--- src/rtl/mdu_pkg.sv ---
// Shared definitions for the iterative multiply/divide unit: op encodings, FSM states
// and op-decode helpers.
package mdu_pkg;

  typedef enum logic [1:0] {
    OP_MULT  = 2'b00,
    OP_MULTU = 2'b01,
    OP_DIV   = 2'b10,
    OP_DIVU  = 2'b11
  } mdu_op_e;

  typedef enum logic [1:0] {
    S_IDLE = 2'b00,
    S_RUN  = 2'b01,
    S_FIX  = 2'b10,
    S_DONE = 2'b11
  } mdu_state_e;

  function automatic logic is_div(input logic [1:0] op);
    return (op == OP_DIV) || (op == OP_DIVU);
  endfunction

  function automatic logic is_signed(input logic [1:0] op);
    return (op == OP_MULT) || (op == OP_DIV);
  endfunction

endpackage

--- src/rtl/mdu_neg_cond.sv ---
// Conditional two's-complement negate, used for operand magnitudes and result sign fix-up.
module mdu_neg_cond #(
  parameter int unsigned Width = 32
) (
  input  logic [Width-1:0] data_i,
  input  logic             neg_i,
  output logic [Width-1:0] data_o
);

  assign data_o = neg_i ? (~data_i + Width'(1)) : data_i;

endmodule

--- src/rtl/mult_div_unit.sv ---
// Multicycle shift-add multiplier / restoring divider producing HI/LO for MULT, MULTU, DIV, DIVU.
// Optional build macro MDU_EARLY_TERM_EN: multiplies exit RUN once the remaining multiplier bits are zero.
module mult_div_unit
  import mdu_pkg::*;
#(
  parameter int unsigned WIDTH = 32,
  localparam int unsigned CNT_W = $clog2(WIDTH + 1)
) (
  input  logic             clk,
  input  logic             reset,
  input  logic             start,
  input  logic [1:0]       op,
  input  logic [WIDTH-1:0] a_in,
  input  logic [WIDTH-1:0] b_in,
  output logic             busy,
  output logic             done,
  output logic             div_zero,
  output logic [WIDTH-1:0] hi_out,
  output logic [WIDTH-1:0] lo_out
);

  localparam int unsigned W2 = 2 * WIDTH;

  mdu_state_e state_q, state_d;

  logic             op_div_q;
  logic             quo_neg_q;
  logic             rem_neg_q;
  logic [WIDTH-1:0] a_q;
  logic [WIDTH-1:0] b_q;
  logic [WIDTH-1:0] rem_q;
  logic [WIDTH-1:0] lo_q;
  logic [CNT_W-1:0] cnt_q;
  logic             div_zero_q;
  logic [WIDTH-1:0] hi_res_q;
  logic [WIDTH-1:0] lo_res_q;

  logic             accept;
  logic             op_is_div;
  logic             op_is_signed;
  logic             a_neg;
  logic             b_neg;
  logic             b_zero;
  logic [WIDTH-1:0] a_abs;
  logic [WIDTH-1:0] b_abs;

  logic [WIDTH:0]   mul_sum;
  logic [WIDTH:0]   div_trial;
  logic             div_ge;
  logic             run_last;
  logic             mul_done_early;
  logic [W2-1:0]    prod_raw;
  logic [W2-1:0]    prod_fix;
  logic [WIDTH-1:0] quo_fix;
  logic [WIDTH-1:0] rem_fix;

  // Operand decode and magnitude extraction
  assign accept       = (state_q == S_IDLE) && start;
  assign op_is_div    = is_div(op);
  assign op_is_signed = is_signed(op);
  assign a_neg        = op_is_signed & a_in[WIDTH-1];
  assign b_neg        = op_is_signed & b_in[WIDTH-1];
  assign b_zero       = (b_in == '0);

  mdu_neg_cond #(.Width(WIDTH)) u_abs_a (
    .data_i (a_in),
    .neg_i  (a_neg),
    .data_o (a_abs)
  );

  mdu_neg_cond #(.Width(WIDTH)) u_abs_b (
    .data_i (b_in),
    .neg_i  (b_neg),
    .data_o (b_abs)
  );

  // One iteration of each datapath; rem_q doubles as the product high half when multiplying
  assign mul_sum   = {1'b0, rem_q} + ({1'b0, a_q} & {(WIDTH + 1){b_q[0]}});
  assign div_trial = {rem_q, lo_q[WIDTH-1]};
  assign div_ge    = (div_trial >= {1'b0, b_q});
  assign run_last  = (cnt_q == CNT_W'(1));

`ifdef MDU_EARLY_TERM_EN
  // b_q shifts right each multiply step, so its upper bits are the unprocessed multiplier bits.
  // On an early exit cnt_q holds the shifts still owed, applied here before the sign fix.
  assign mul_done_early = ~op_div_q & (b_q[WIDTH-1:1] == '0);
  assign prod_raw       = {rem_q, lo_q} >> cnt_q;
`else
  assign mul_done_early = 1'b0;
  assign prod_raw       = {rem_q, lo_q};
`endif

  mdu_neg_cond #(.Width(W2)) u_fix_prod (
    .data_i (prod_raw),
    .neg_i  (quo_neg_q),
    .data_o (prod_fix)
  );

  mdu_neg_cond #(.Width(WIDTH)) u_fix_quo (
    .data_i (lo_q),
    .neg_i  (quo_neg_q),
    .data_o (quo_fix)
  );

  mdu_neg_cond #(.Width(WIDTH)) u_fix_rem (
    .data_i (rem_q),
    .neg_i  (rem_neg_q),
    .data_o (rem_fix)
  );

  // FSM state register
  always_ff @(posedge clk or negedge reset) begin
    if (!reset) begin
      state_q <= S_IDLE;
    end else begin
      state_q <= state_d;
    end
  end

  // FSM next state
  always_comb begin
    state_d = state_q;
    unique case (state_q)
      S_IDLE: begin
        if (start) begin
          state_d = (op_is_div && b_zero) ? S_DONE : S_RUN;
        end
      end
      S_RUN: begin
        if (run_last || mul_done_early) begin
          state_d = S_FIX;
        end
      end
      S_FIX:   state_d = S_DONE;
      S_DONE:  state_d = S_IDLE;
      default: state_d = S_IDLE;
    endcase
  end

  // FSM outputs
  always_comb begin
    busy = 1'b0;
    done = 1'b0;
    if (state_q != S_IDLE) begin
      busy = 1'b1;
    end
    if (state_q == S_DONE) begin
      done = 1'b1;
    end
  end

  // Datapath, counter and result registers
  always_ff @(posedge clk or negedge reset) begin
    if (!reset) begin
      op_div_q   <= 1'b0;
      quo_neg_q  <= 1'b0;
      rem_neg_q  <= 1'b0;
      a_q        <= '0;
      b_q        <= '0;
      rem_q      <= '0;
      lo_q       <= '0;
      cnt_q      <= '0;
      div_zero_q <= 1'b0;
      hi_res_q   <= '0;
      lo_res_q   <= '0;
    end else begin
      if (accept) begin
        op_div_q   <= op_is_div;
        quo_neg_q  <= a_neg ^ b_neg;
        rem_neg_q  <= a_neg;
        a_q        <= a_abs;
        b_q        <= b_abs;
        rem_q      <= '0;
        lo_q       <= op_is_div ? a_abs : '0;
        cnt_q      <= CNT_W'(WIDTH);
        div_zero_q <= op_is_div && b_zero;
      end else if (state_q == S_RUN) begin
        cnt_q <= cnt_q - CNT_W'(1);
        if (op_div_q) begin
          rem_q <= div_ge ? WIDTH'(div_trial - {1'b0, b_q}) : div_trial[WIDTH-1:0];
          lo_q  <= {lo_q[WIDTH-2:0], div_ge};
        end else begin
          rem_q <= mul_sum[WIDTH:1];
          lo_q  <= {mul_sum[0], lo_q[WIDTH-1:1]};
          b_q   <= b_q >> 1;
        end
      end else if (state_q == S_FIX) begin
        hi_res_q <= op_div_q ? rem_fix : prod_fix[W2-1:WIDTH];
        lo_res_q <= op_div_q ? quo_fix : prod_fix[WIDTH-1:0];
      end
    end
  end

  assign div_zero = div_zero_q;
  assign hi_out   = hi_res_q;
  assign lo_out   = lo_res_q;

endmodule
--- config.mk ---
export PLATFORM = sky130hd
export DESIGN_NAME = mult_div_unit
export DESIGN_NICKNAME = d
export VERILOG_FILES = /design/src/rtl/mdu_pkg.sv /design/src/rtl/mdu_neg_cond.sv /design/src/rtl/mult_div_unit.sv
export SDC_FILE = /design/constraint.sdc
export NUM_CORES = 1
export LEC_CHECK = 0
export CORE_UTILIZATION = 45
export DETAILED_ROUTE_END_ITERATION = 6
export GPL_TIMING_DRIVEN = 1
export SYNTH_ARGS = -nofsm -noshare
export SYNTH_HDL_FRONTEND = slang
export SYNTH_SLANG_ARGS = --single-unit
export TNS_END_PERCENT = 30
--- constraint.sdc ---
create_clock -name clk -period 4.25 [get_ports clk]
set_clock_uncertainty 0.15 [all_clocks]
set_input_delay 0.85 -clock clk [delete_from_list [all_inputs] [get_ports clk]]
set_output_delay 0.85 -clock clk [all_outputs]
set_load 0.05 [all_outputs]
==> flow_summary.json, run 1 <==
{
  "run_status": "finished clean",
  "cts_tree": "built",
  "cts_sinks": 204,
  "route.vias.total": 14980,
  "total_power_divided_by_cell_area_nw_per_um2": 929.0,
  "ctsLongestPathBuffers": 3,
  "cp.arrival_ns": 4.17,
  "fp.dieW_um": 188.4,
  "critical_path.max_fanout": 22,
  "place.gp.congestion": 0.9143,
  "layout-drive-gt1-share": 0.07603,
  "largest_net_degree_at_the_start_of_global_routing": 101,
  "routed_wl_mm": 51.38,
  "synth_unique_cells": 71,
  "design.portCount": 136,
  "hold_buffers": 0,
  "detailed_place_hpwl_mm": 39.23,
  "synth_area_sq_um": 15630,
  "core_area_sq_um": 33870,
  "postCtsSetupBuffers": 0,
  "routed_wire_length_per_instance_um": 20.34,
  "cp-end-kind": "flip-flop",
  "origin_of_the_critical_flop_to_flop_path": "rem_q[8]$_DFFE_PN0P_",
  "ys.warnings.count": 0,
  "maxSlewViolCount": 0,
  "timing.max_cap.violations": 0,
  "via_per_inst": 5.932,
  "timing.setup.tns_ns": 0,
  "yosys.area.top_type": "sky130_fd_sc_hd__dfrtp_1",
  "routedLengthMet1_mm": 24.56,
  "crit_path_cell_trace": "ha_1 -> and3_1 -> nand3_1 -> a31o_2 -> a21boi_0 -> o21ai_0 -> o211ai_1 -> buf_12 -> nand2_1 -> o221ai_1 -> o221a_2",
  "yosysSeqAreaShare": 0.3265,
  "track_usage": 0.2867,
  "cp_slowest_cell": "sky130_fd_sc_hd__dfrtp_1",
  "fmax_ghz": 0.2605,
  "synth-edff-count": 0,
  "h_tree_level_count": 1,
  "ir_drop_v": 0.0005928,
  "placed_cells_incl_taps": 2484,
  "number_of_clock_buffers_inserted_by_tritoncts": 25,
  "synth_async_sr_flop_share": 1.000,
  "setup_violations": 0,
  "wl_met3_mm": 3.076,
  "cts.clk_slew.worst_paths_ns": 0.06,
  "cts_root_buffer": "sky130_fd_sc_hd__clkbuf_16",
  "final_nets": 2209,
  "antenna_cells_inserted": 0,
  "layout-area-overhead-vs-synth_pct": 18.37,
  "min_period_ns": 3.838,
  "remaining_drc_errors": 0,
  "global_route.overflow_total": 0,
  "power.static_leakage_nw": 7.782,
  "count_of_antenna_violating_nets_left_after_detailed_routing": 0,
  "chipHeight_um": 188.4,
  "setup_repair_after_global_routing_missed_its_margin": "no",
  "vias_in_the_first_global_route": 14090,
  "worst_ep_required_time_ns": 4.58,
  "worst_path_largest_cell_delay_ns": 0.60,
  "worst_pin_slew_ns": 0.9571,
  "startpoint": "rem_q[8]$_DFFE_PN0P_",
  "regToRegSetupSlack_ns": 0.41,
  "hold_viol": 0,
  "slew_headroom": 0.3620,
  "final_min_period_over_clock_period": 0.9031,
  "avgSynthCellArea_sq_um": 8.018,
  "port_buffers": 135,
  "cells_on_worst_reg2reg_path": 11,
  "rows": 67,
  "synth.top_cells.by_area": "sky130_fd_sc_hd__dfrtp_1 33%, sky130_fd_sc_hd__a21oi_1 6.9%, sky130_fd_sc_hd__ha_1 6.0%",
  "hp-class": "input port to asynchronous set/reset pin",
  "area_enclosed_by_the_die_boundary_sq_um": 35490,
  "cts_repair_resize_count": 0,
  "final_std_cells_w_o_fill": 2526,
  "grt_first_pass_wirelength_mm": 80.41,
  "syn-instance-count": 1950,
  "ffs_latches_synth": 204,
  "timing.setup.critical_path_class": "flip-flop to flip-flop",
  "synth_largest_type_area_fraction": 0.3265,
  "most_used_flip_flop_cell_after_synthesis": "sky130_fd_sc_hd__dfrtp_1",
  "initial_antenna_violation_count": 0,
  "timing.critical_path.from_type": "flip-flop",
  "worst_skew_pair.late_latency_ns": 0.54,
  "initial_core_utilization": 0.4617,
  "detailedRoute.firstIterationViolations": 1144,
  "synth.net_count": 2096,
  "wl_met2_mm": 22.32,
  "top_layer": "met4",
  "detail_route.first_pass.iterations": 6,
  "worst_r2r_endpoint": "rem_q[19]$_DFFE_PN0P_"
}
worst max-delay path by stage:
stage / slack (ns) / end / depth (start not counted)
after CTS: 0.46 / rem_q[25]$_DFFE_PN0P_ / 13
after global routing: 0.17 / rem_q[25]$_DFFE_PN0P_ / 13
after global placement: 0.22 / b_q[24]$_DFFE_PN0P_ / 10
after detailed placement: 0.21 / b_q[26]$_DFFE_PN0P_ / 10
final: 0.41 / rem_q[19]$_DFFE_PN0P_ / 11
after floorplan: 0.75 / rem_q[29]$_DFFE_PN0P_ / 12
cells in the final DEF (no fill, tap or decap), types with 68 or more instances in the layout:
cell                              synthesis  layout
sky130_fd_sc_hd__a21oi_1                215     215
sky130_fd_sc_hd__dfrtp_1                204     203
sky130_fd_sc_hd__nor2_1                 198     197
sky130_fd_sc_hd__nand2_1                180     179
sky130_fd_sc_hd__o21ai_0                178     178
sky130_fd_sc_hd__clkdlybuf4s50_1          0     134
sky130_fd_sc_hd__xor2_1                  87      87
sky130_fd_sc_hd__xnor2_1                 87      87
sky130_fd_sc_hd__inv_1                   76      75
sky130_fd_sc_hd__ha_1                    75      74
sky130_fd_sc_hd__buf_4                    0      68
routing by layer:
metal  global-route usage  vias to the layer above
met5                    0                        -
met4              0.07413                        0
met3              0.04638                       81
met2               0.4374                      477
met1               0.4198                     7240
li1                     -                     7186
kinds of logic after synthesis:
group / share of synthesized area
AO/OA/AOI/OAI: 0.2360
XOR/XNOR: 0.09747
adder cells (fa/ha/maj): 0.06258
buffers and inverters: 0.04769
flip-flops: 0.3265
multiplexers: 0.04305
AND/OR/NAND/NOR: 0.1867
layout make-up:
cell class	count	area, sq um
Clock inverter	6	107.6
Tap cell	448	560.5
Multi-Input combinational cell	1550	9813
Timing Repair Buffer	206	1926
Sequential cell	204	5109
Fill cell	3275	15360
Clock buffer	36	706.9
Inverter	76	285.3
synth_stat cells, types with 4 or more instances:
cell type / instances
sky130_fd_sc_hd__clkbuf_1: 103
sky130_fd_sc_hd__o211ai_1: 11
sky130_fd_sc_hd__o21a_1: 12
sky130_fd_sc_hd__mux2_2: 18
sky130_fd_sc_hd__and3_1: 7
sky130_fd_sc_hd__o31ai_1: 18
sky130_fd_sc_hd__nor3b_1: 4
sky130_fd_sc_hd__inv_1: 76
sky130_fd_sc_hd__nor3_1: 33
sky130_fd_sc_hd__or3_1: 22
sky130_fd_sc_hd__a31oi_1: 23
sky130_fd_sc_hd__o21bai_1: 7
sky130_fd_sc_hd__o21ai_0: 178
sky130_fd_sc_hd__dfrtp_1: 204
sky130_fd_sc_hd__o2111ai_1: 4
sky130_fd_sc_hd__xnor2_1: 87
sky130_fd_sc_hd__nand3_1: 28
sky130_fd_sc_hd__nand2_1: 180
sky130_fd_sc_hd__a211oi_1: 15
sky130_fd_sc_hd__nor4_1: 20
sky130_fd_sc_hd__o41ai_1: 15
sky130_fd_sc_hd__nand2b_1: 13
sky130_fd_sc_hd__xor2_1: 87
sky130_fd_sc_hd__nand4_1: 19
sky130_fd_sc_hd__or4_1: 13
sky130_fd_sc_hd__a21oi_1: 215
sky130_fd_sc_hd__nor2_1: 198
sky130_fd_sc_hd__a21o_1: 32
sky130_fd_sc_hd__o221ai_1: 7
sky130_fd_sc_hd__a22oi_1: 6
sky130_fd_sc_hd__or2_2: 12
sky130_fd_sc_hd__and2_1: 38
sky130_fd_sc_hd__nor2b_1: 9
sky130_fd_sc_hd__o22ai_1: 41
sky130_fd_sc_hd__buf_1: 14
sky130_fd_sc_hd__ha_1: 75
sky130_fd_sc_hd__mux2i_1: 47
power by group:
part           internal, W  switching [W]
Sequential         0.00281       0.000891
Clock              0.00132       0.000845
Combinational      0.00432        0.00700
metrics by stage:
step	instance area (sq um)	power (W)	utilization	worst slack [ns]	hold WS, ns
after global routing	18510	0.01839	0.5465	0.1696	0.3504
after floorplan	15640	0.01132	-	0.7470	0.2918
after detailed placement	17690	0.01488	0.5224	0.2083	0.3151
after CTS	18510	0.01712	0.5465	0.4630	0.3000
after global placement	17690	0.01480	0.5224	0.2245	0.3064
final	18510	0.01719	0.5465	0.4118	0.2588
sequential cells by signal (all words and copies together) (netlist names):
name / flops
rem_q: 32
lo_q: 32
a_q: 32
op_div_q: 1
b_q: 32
div_zero: 1
rem_neg_q: 1
cnt_q: 6
state_q: 2
lo_out: 32
hi_out: 32
quo_neg_q: 1
worst max-delay path, delay by kind of cell, from the launching register on:
family / cells / cell delay [ns]
AND/OR/NAND/NOR: 3 / 0.61
AO/OA/AOI/OAI: 6 / 1.68
flip-flops: 1 / 0.60
buffers and inverters: 1 / 0.22
adder cells (fa/ha/maj): 1 / 0.50
Note: power is estimated with default switching activity, not from simulation.
==> run 2: changes to the inputs <==
--- a/config.mk
+++ b/config.mk
@@ -5,10 +5,10 @@
 export SDC_FILE = /design/constraint.sdc
 export NUM_CORES = 1
 export LEC_CHECK = 0
+export CORE_MARGIN = 4
 export CORE_UTILIZATION = 45
 export DETAILED_ROUTE_END_ITERATION = 6
 export GPL_TIMING_DRIVEN = 1
 export SYNTH_ARGS = -nofsm -noshare
 export SYNTH_HDL_FRONTEND = slang
 export SYNTH_SLANG_ARGS = --single-unit
-export TNS_END_PERCENT = 30
==> constraint.sdc (replaced) <==
create_clock -name clk -period 4.2 [get_ports clk]
set_clock_uncertainty 0.15 [all_clocks]
set_input_delay 0.84 -clock clk [delete_from_list [all_inputs] [get_ports clk]]
set_output_delay 0.84 -clock clk [all_outputs]
set_load 0.05 [all_outputs]
==> flow_summary.json, run 2 (synthesis results as in run 1) <==
{
  "initial_antenna_violation_count": 0,
  "postCtsSetupBuffers": 0,
  "route.vias.total": 15000,
  "sw_power_w": 0.008915,
  "chipHeight_um": 194.4,
  "global_route.overflow_total": 0,
  "top_layer": "met4",
  "detailed_place_hpwl_mm": 40.39,
  "layout.cells.most_common_list": "215 x sky130_fd_sc_hd__a21oi_1, 203 x sky130_fd_sc_hd__dfrtp_1, 197 x sky130_fd_sc_hd__nor2_1",
  "area_enclosed_by_the_die_boundary_sq_um": 37790,
  "final_core_util": 0.5418,
  "place.gp.congestion": 0.9378,
  "port_buffers": 135,
  "final_std_cells_w_o_fill": 2545,
  "min_period_ns": 3.807,
  "seq_power_share": 0.225,
  "p_int_w": 0.008525,
  "worst_ep_required_time_ns": 4.54,
  "cts_root_buffer": "sky130_fd_sc_hd__clkbuf_16",
  "wl_met3_mm": 3.483,
  "rows": 68,
  "h_tree_level_count": 1,
  "timing.setup.critical_path_class": "flip-flop to flip-flop",
  "vias_in_the_first_global_route": 14410,
  "cp.arrival_ns": 4.14,
  "run_status": "finished clean",
  "maxSlewViolCount": 0,
  "initial_core_utilization": 0.4549,
  "routedLengthMet1_mm": 24.16,
  "wl_met2_mm": 22.81,
  "combinational_power_share": 0.645,
  "timing.setup.tns_ns": 0,
  "critical_path.max_fanout": 20,
  "routed_wl_mm": 52.38,
  "largest_net_degree_at_the_start_of_global_routing": 88,
  "routed_wire_length_per_instance_um": 20.58,
  "antenna_cells_inserted": 0,
  "cts_sinks": 204,
  "cp-end-kind": "flip-flop",
  "power.static_leakage_nw": 7.859,
  "layout-drive-gt1-share": 0.08469,
  "grt_first_pass_wirelength_mm": 82.48,
  "count_of_antenna_violating_nets_left_after_detailed_routing": 0,
  "fill_cells": 3247,
  "design.portCount": 136,
  "hold_buffers": 0,
  "ir_drop_v": 0.0006151,
  "remaining_drc_errors": 0,
  "ctsLongestPathBuffers": 3,
  "setup_violations": 0,
  "fp.dieW_um": 194.4,
  "worst_pin_slew_ns": 0.9676,
  "detailedRoute.firstIterationViolations": 1177,
  "core_area_sq_um": 34370,
  "total_power_divided_by_cell_area_nw_per_um2": 936.4,
  "timing.critical_path.from_type": "flip-flop",
  "setup_repair_after_global_routing_missed_its_margin": "no",
  "power.share.switching": 0.5112,
  "report.power.total_w": 0.01744,
  "placed_cells_incl_taps": 2497,
  "layout-area-overhead-vs-synth_pct": 19.12,
  "timing.max_cap.violations": 0,
  "hp-class": "input port to asynchronous set/reset pin",
  "detail_route.first_pass.iterations": 6,
  "clkPwrFrac": 0.131,
  "worst_skew_pair.late_latency_ns": 0.55,
  "cts.clk_slew.worst_paths_ns": 0.06,
  "fin_hold_ws_ns": 0.1587,
  "cts_tree": "built",
  "slew_headroom": 0.3549,
  "final_nets": 2216,
  "via_per_inst": 5.894,
  "hold_viol": 0,
  "final_common_cell": "sky130_fd_sc_hd__a21oi_1",
  "fmax_ghz": 0.2627,
  "track_usage": 0.2686,
  "number_of_clock_buffers_inserted_by_tritoncts": 26,
  "final_min_period_over_clock_period": 0.9065
}
-- run 2: changes by cell type in the layout (fill, tap and decap cells not counted), moves of 2 or more --
| cell | before | now |
|---|---|---|
| sky130_fd_sc_hd__buf_4 | 68 | 75 |
| sky130_fd_sc_hd__bufinv_16 | 3 | 1 |
| sky130_fd_sc_hd__clkbuf_1 | 7 | 1 |
| sky130_fd_sc_hd__clkbuf_8 | 5 | 9 |
| sky130_fd_sc_hd__clkinv_2 | 2 | 6 |
| sky130_fd_sc_hd__clkinv_4 | 0 | 3 |
| sky130_fd_sc_hd__inv_6 | 0 | 2 |
-- run 2: metrics by stage --
| stage | setup WS (ns) | area, sq um |
|---|---|---|
| global route | 0.07751 | 18620 |
| floorplan | 0.6970 | 15640 |
| global placement | 0.1445 | 17730 |
| CTS | 0.4098 | 18620 |
| finish | 0.3927 | 18620 |
| detailed placement | 0.1148 | 17730 |
-- run 2: routing by layer --
metal / vias to the layer above / track usage
li1: 7214 / -
met1: 7179 / 0.3883
met2: 509 / 0.4087
met3: 99 / 0.05218
met4: 0 / 0.08281
met5: - / 0
-- run 2: final cells by class --
cell class,instances,area [sq um],area share
clock buffer,35,764.5,0.04105
clock inverter,13,120.1,0.006449
inverter,76,285.3,0.01532
multi-input combinational,1550,9818,0.5272
sequential,204,5109,0.2743
tap,455,569.3,0.03057
timing repair buffer,212,1958,0.1051
-- run 2: critical path: stages, from the launching register on --
cell and delay (ns):
sky130_fd_sc_hd__dfrtp_1 0.56, sky130_fd_sc_hd__ha_1 0.53, sky130_fd_sc_hd__nand4_1 0.22, sky130_fd_sc_hd__nor4_1 0.60, sky130_fd_sc_hd__a21oi_1 0.11, sky130_fd_sc_hd__a21bo_2 0.22, sky130_fd_sc_hd__o21ai_0 0.08, sky130_fd_sc_hd__o211ai_1 0.15
sky130_fd_sc_hd__buf_4 0.32, sky130_fd_sc_hd__nand2_1 0.30, sky130_fd_sc_hd__o221ai_1 0.28, sky130_fd_sc_hd__o221a_2 0.21
-- run 2: repair_timing --
action,CTS,global route
endpoints found under the hold margin,0,0
setup endpoints to repair,0,1
resized for setup,0,1
-- run 2: final timing paths --
kind | slack, ns | cells past startpoint | endpoint | from
min | 0.16 | 1 | b_q[12]$_DFFE_PN0P_ | reset
min in group clk | 0.33 | 2 | a_q[25]$_DFFE_PN0P_ | a_q[25]$_DFFE_PN0P_
max reg2reg | 0.39 | 11 | rem_q[12]$_DFFE_PN0P_ | rem_q[21]$_DFFE_PN0P_
max | 0.39 | 11 | rem_q[12]$_DFFE_PN0P_ | rem_q[21]$_DFFE_PN0P_
min reg2reg | 0.33 | 2 | a_q[25]$_DFFE_PN0P_ | a_q[25]$_DFFE_PN0P_
max in group asynchronous | 2.84 | 2 | lo_q[3]$_DFFE_PN0P_ | reset
-- run 2: power by group through the flow --
stage / combinational [W] / sequential, W / clock, W
after floorplan: 0.00693 / 0.00452 / 0
after global placement: 0.0110 / 0.00391 / 0
after detailed placement: 0.0111 / 0.00392 / 0
after CTS: 0.0112 / 0.00390 / 0.00232
after global routing: 0.0123 / 0.00403 / 0.00240
final: 0.0112 / 0.00392 / 0.00228
==> run 3: changes to the inputs <==
--- a/config.mk
+++ b/config.mk
@@ -5,7 +5,8 @@
 export SDC_FILE = /design/constraint.sdc
 export NUM_CORES = 1
 export LEC_CHECK = 0
-export CORE_MARGIN = 4
+export CAP_MARGIN = 20
+export CORE_MARGIN = 2
 export CORE_UTILIZATION = 45
 export DETAILED_ROUTE_END_ITERATION = 6
 export GPL_TIMING_DRIVEN = 1
==> flow_summary.json, run 3 (synthesis results as in run 1) <==
{
  "origin_of_the_critical_flop_to_flop_path": "b_q[0]$_DFFE_PN0P_",
  "count_of_antenna_violating_nets_left_after_detailed_routing": 0,
  "detailed_place_hpwl_mm": 40.07,
  "setup_repair_after_global_routing_missed_its_margin": "no",
  "regToRegSetupSlack_ns": 0.34,
  "initial_antenna_violation_count": 1,
  "port_buffers": 135,
  "final_nets": 2206,
  "place.gp.congestion": 0.9142,
  "cells_on_worst_reg2reg_path": 12,
  "hold_viol": 0,
  "maxSlewViolCount": 0,
  "chipHeight_um": 190.4,
  "power.share.switching": 0.5089,
  "min_period_ns": 3.863,
  "timing.max_cap.violations": 0,
  "detail_route.first_pass.iterations": 6,
  "vias_in_the_first_global_route": 14320,
  "rows": 68,
  "fmax_ghz": 0.2589,
  "core_area_sq_um": 34370,
  "layout.cells.most_common_list": "215 x sky130_fd_sc_hd__a21oi_1, 202 x sky130_fd_sc_hd__dfrtp_1, 197 x sky130_fd_sc_hd__nor2_1",
  "h_tree_level_count": 1,
  "fp.dieW_um": 190.4,
  "global_route.overflow_total": 0,
  "route.vias.total": 15010,
  "hold_buffers": 0,
  "cts_tree": "built",
  "final_common_cell": "sky130_fd_sc_hd__a21oi_1",
  "critical_path.max_fanout": 16,
  "total_power_divided_by_cell_area_nw_per_um2": 940.7,
  "area_enclosed_by_the_die_boundary_sq_um": 36250,
  "p_int_w": 0.008568,
  "worst_skew_pair.late_latency_ns": 0.55,
  "power.static_leakage_nw": 7.797,
  "combinational_power_share": 0.644,
  "initial_core_utilization": 0.4549,
  "fill_cells": 3361,
  "number_of_clock_buffers_inserted_by_tritoncts": 25,
  "slew_headroom": 0.3772,
  "final_min_period_over_clock_period": 0.9198,
  "sw_power_w": 0.008878,
  "remaining_drc_errors": 0,
  "layout-area-overhead-vs-synth_pct": 18.62,
  "run_status": "finished clean",
  "design.portCount": 136,
  "seq_power_share": 0.224,
  "via_per_inst": 5.923,
  "cts_sinks": 204,
  "layout-drive-gt1-share": 0.07892,
  "track_usage": 0.2863,
  "timing.setup.critical_path_class": "flip-flop to flip-flop",
  "cp.arrival_ns": 4.11,
  "worst_ep_required_time_ns": 4.45,
  "detailedRoute.firstIterationViolations": 1323,
  "clkPwrFrac": 0.132,
  "largest_net_degree_at_the_start_of_global_routing": 93,
  "fin_hold_ws_ns": 0.2124,
  "worst_pin_slew_ns": 0.9343,
  "placed_area_sq_um": 17670,
  "cp-end-kind": "flip-flop",
  "hp-class": "input port to asynchronous set/reset pin",
  "cts_repair_resize_count": 0,
  "timing.setup.tns_ns": 0,
  "routed_wl_mm": 51.70,
  "postCtsSetupBuffers": 0,
  "routed_wire_length_per_instance_um": 20.40,
  "ctsLongestPathBuffers": 3,
  "worst_r2r_endpoint": "rem_q[28]$_DFFE_PN0P_",
  "stdcell_area_sq_um": 18550,
  "setup_violations": 0,
  "grt_first_pass_wirelength_mm": 82.31,
  "cts_root_buffer": "sky130_fd_sc_hd__clkbuf_16",
  "timing.critical_path.from_type": "flip-flop",
  "ir_drop_v": 0.0006046,
  "cts.clk_slew.worst_paths_ns": 0.06
}
==> run 3: cell types whose count changed in the layout (fill, tap and decap cells not counted), moves of 2 or more <==
| cell | delta |
|---|---|
| sky130_fd_sc_hd__buf_4 | -9 |
| sky130_fd_sc_hd__clkbuf_1 | +2 |
| sky130_fd_sc_hd__clkinv_4 | -2 |
| sky130_fd_sc_hd__clkbuf_8 | -4 |
| sky130_fd_sc_hd__bufinv_16 | +3 |
==> run 3: layout make-up <==
class,instances,area [sq um],share of cell area
Multi-Input combinational cell,1550,9818,0.5294
Sequential cell,204,5110,0.2755
Timing Repair Buffer,203,1891,0.1019
Clock buffer,32,691.9,0.03731
Tap cell,455,569.3,0.03070
Inverter,76,285.3,0.01538
Clock inverter,13,178.9,0.009647
Antenna cell,1,2.502,0.0001349
==> run 3: critical path, cell delays in order (launching register included) <==
cell,delay (ns)
sky130_fd_sc_hd__dfrtp_2,0.52
sky130_fd_sc_hd__buf_4,0.20
sky130_fd_sc_hd__and2_1,0.15
sky130_fd_sc_hd__ha_1,0.38
sky130_fd_sc_hd__nand3_1,0.11
sky130_fd_sc_hd__a21boi_0,0.35
sky130_fd_sc_hd__nor3_1,0.14
sky130_fd_sc_hd__o2111ai_1,0.40
sky130_fd_sc_hd__nand2_1,0.24
sky130_fd_sc_hd__o211ai_1,0.23
sky130_fd_sc_hd__o311ai_0,0.18
sky130_fd_sc_hd__xor2_1,0.17
sky130_fd_sc_hd__a2111oi_0,0.49
==> run 3: power by group through the flow <==
stage | clock network, W | logic, W | registers (W)
global route | 0.00243 | 0.0123 | 0.00401
CTS | 0.00235 | 0.0111 | 0.00388
detailed placement | 0 | 0.0111 | 0.00391
floorplan | 0 | 0.00693 | 0.00452
global placement | 0 | 0.0110 | 0.00390
finish | 0.00231 | 0.0112 | 0.00390
==> run 3: through the flow <==
step / util / setup WS (ns) / cells / total power (W)
after floorplan: - / 0.6970 / 1950 / 0.01145
after global placement: 0.5140 / 0.1317 / 2488 / 0.01493
after detailed placement: 0.5140 / 0.1277 / 2488 / 0.01499
after CTS: 0.5393 / 0.1500 / 2533 / 0.01737
after global routing: 0.5395 / 0.08141 / 2533 / 0.01878
final: 0.5396 / 0.3368 / 2534 / 0.01745
==> run 3: per-layer routing <==
layer / up-vias / GRT usage / share of wire / routed length (um)
li1: 7170 / - / - / -
met1: 7324 / 0.4292 / 0.48 / 24780
met2: 455 / 0.4464 / 0.45 / 23050
met3: 60 / 0.03128 / 0.055 / 2843
met4: 0 / 0.05486 / 0.020 / 1024
met5: - / 0 / 0 / 0
==> run 3: worst max-delay path by stage <==
stage / from / to / slack (ns) / depth (start not counted)
after floorplan: b_q[0]$_DFFE_PN0P_ / rem_q[29]$_DFFE_PN0P_ / 0.70 / 12
after CTS: b_q[0]$_DFFE_PN0P_ / rem_q[28]$_DFFE_PN0P_ / 0.15 / 13
final: b_q[0]$_DFFE_PN0P_ / rem_q[28]$_DFFE_PN0P_ / 0.34 / 12
after global placement: b_in[13] / b_q[30]$_DFFE_PN0P_ / 0.13 / 11
after detailed placement: b_in[13] / b_q[30]$_DFFE_PN0P_ / 0.13 / 11
after global routing: b_q[0]$_DFFE_PN0P_ / rem_q[28]$_DFFE_PN0P_ / 0.08 / 13
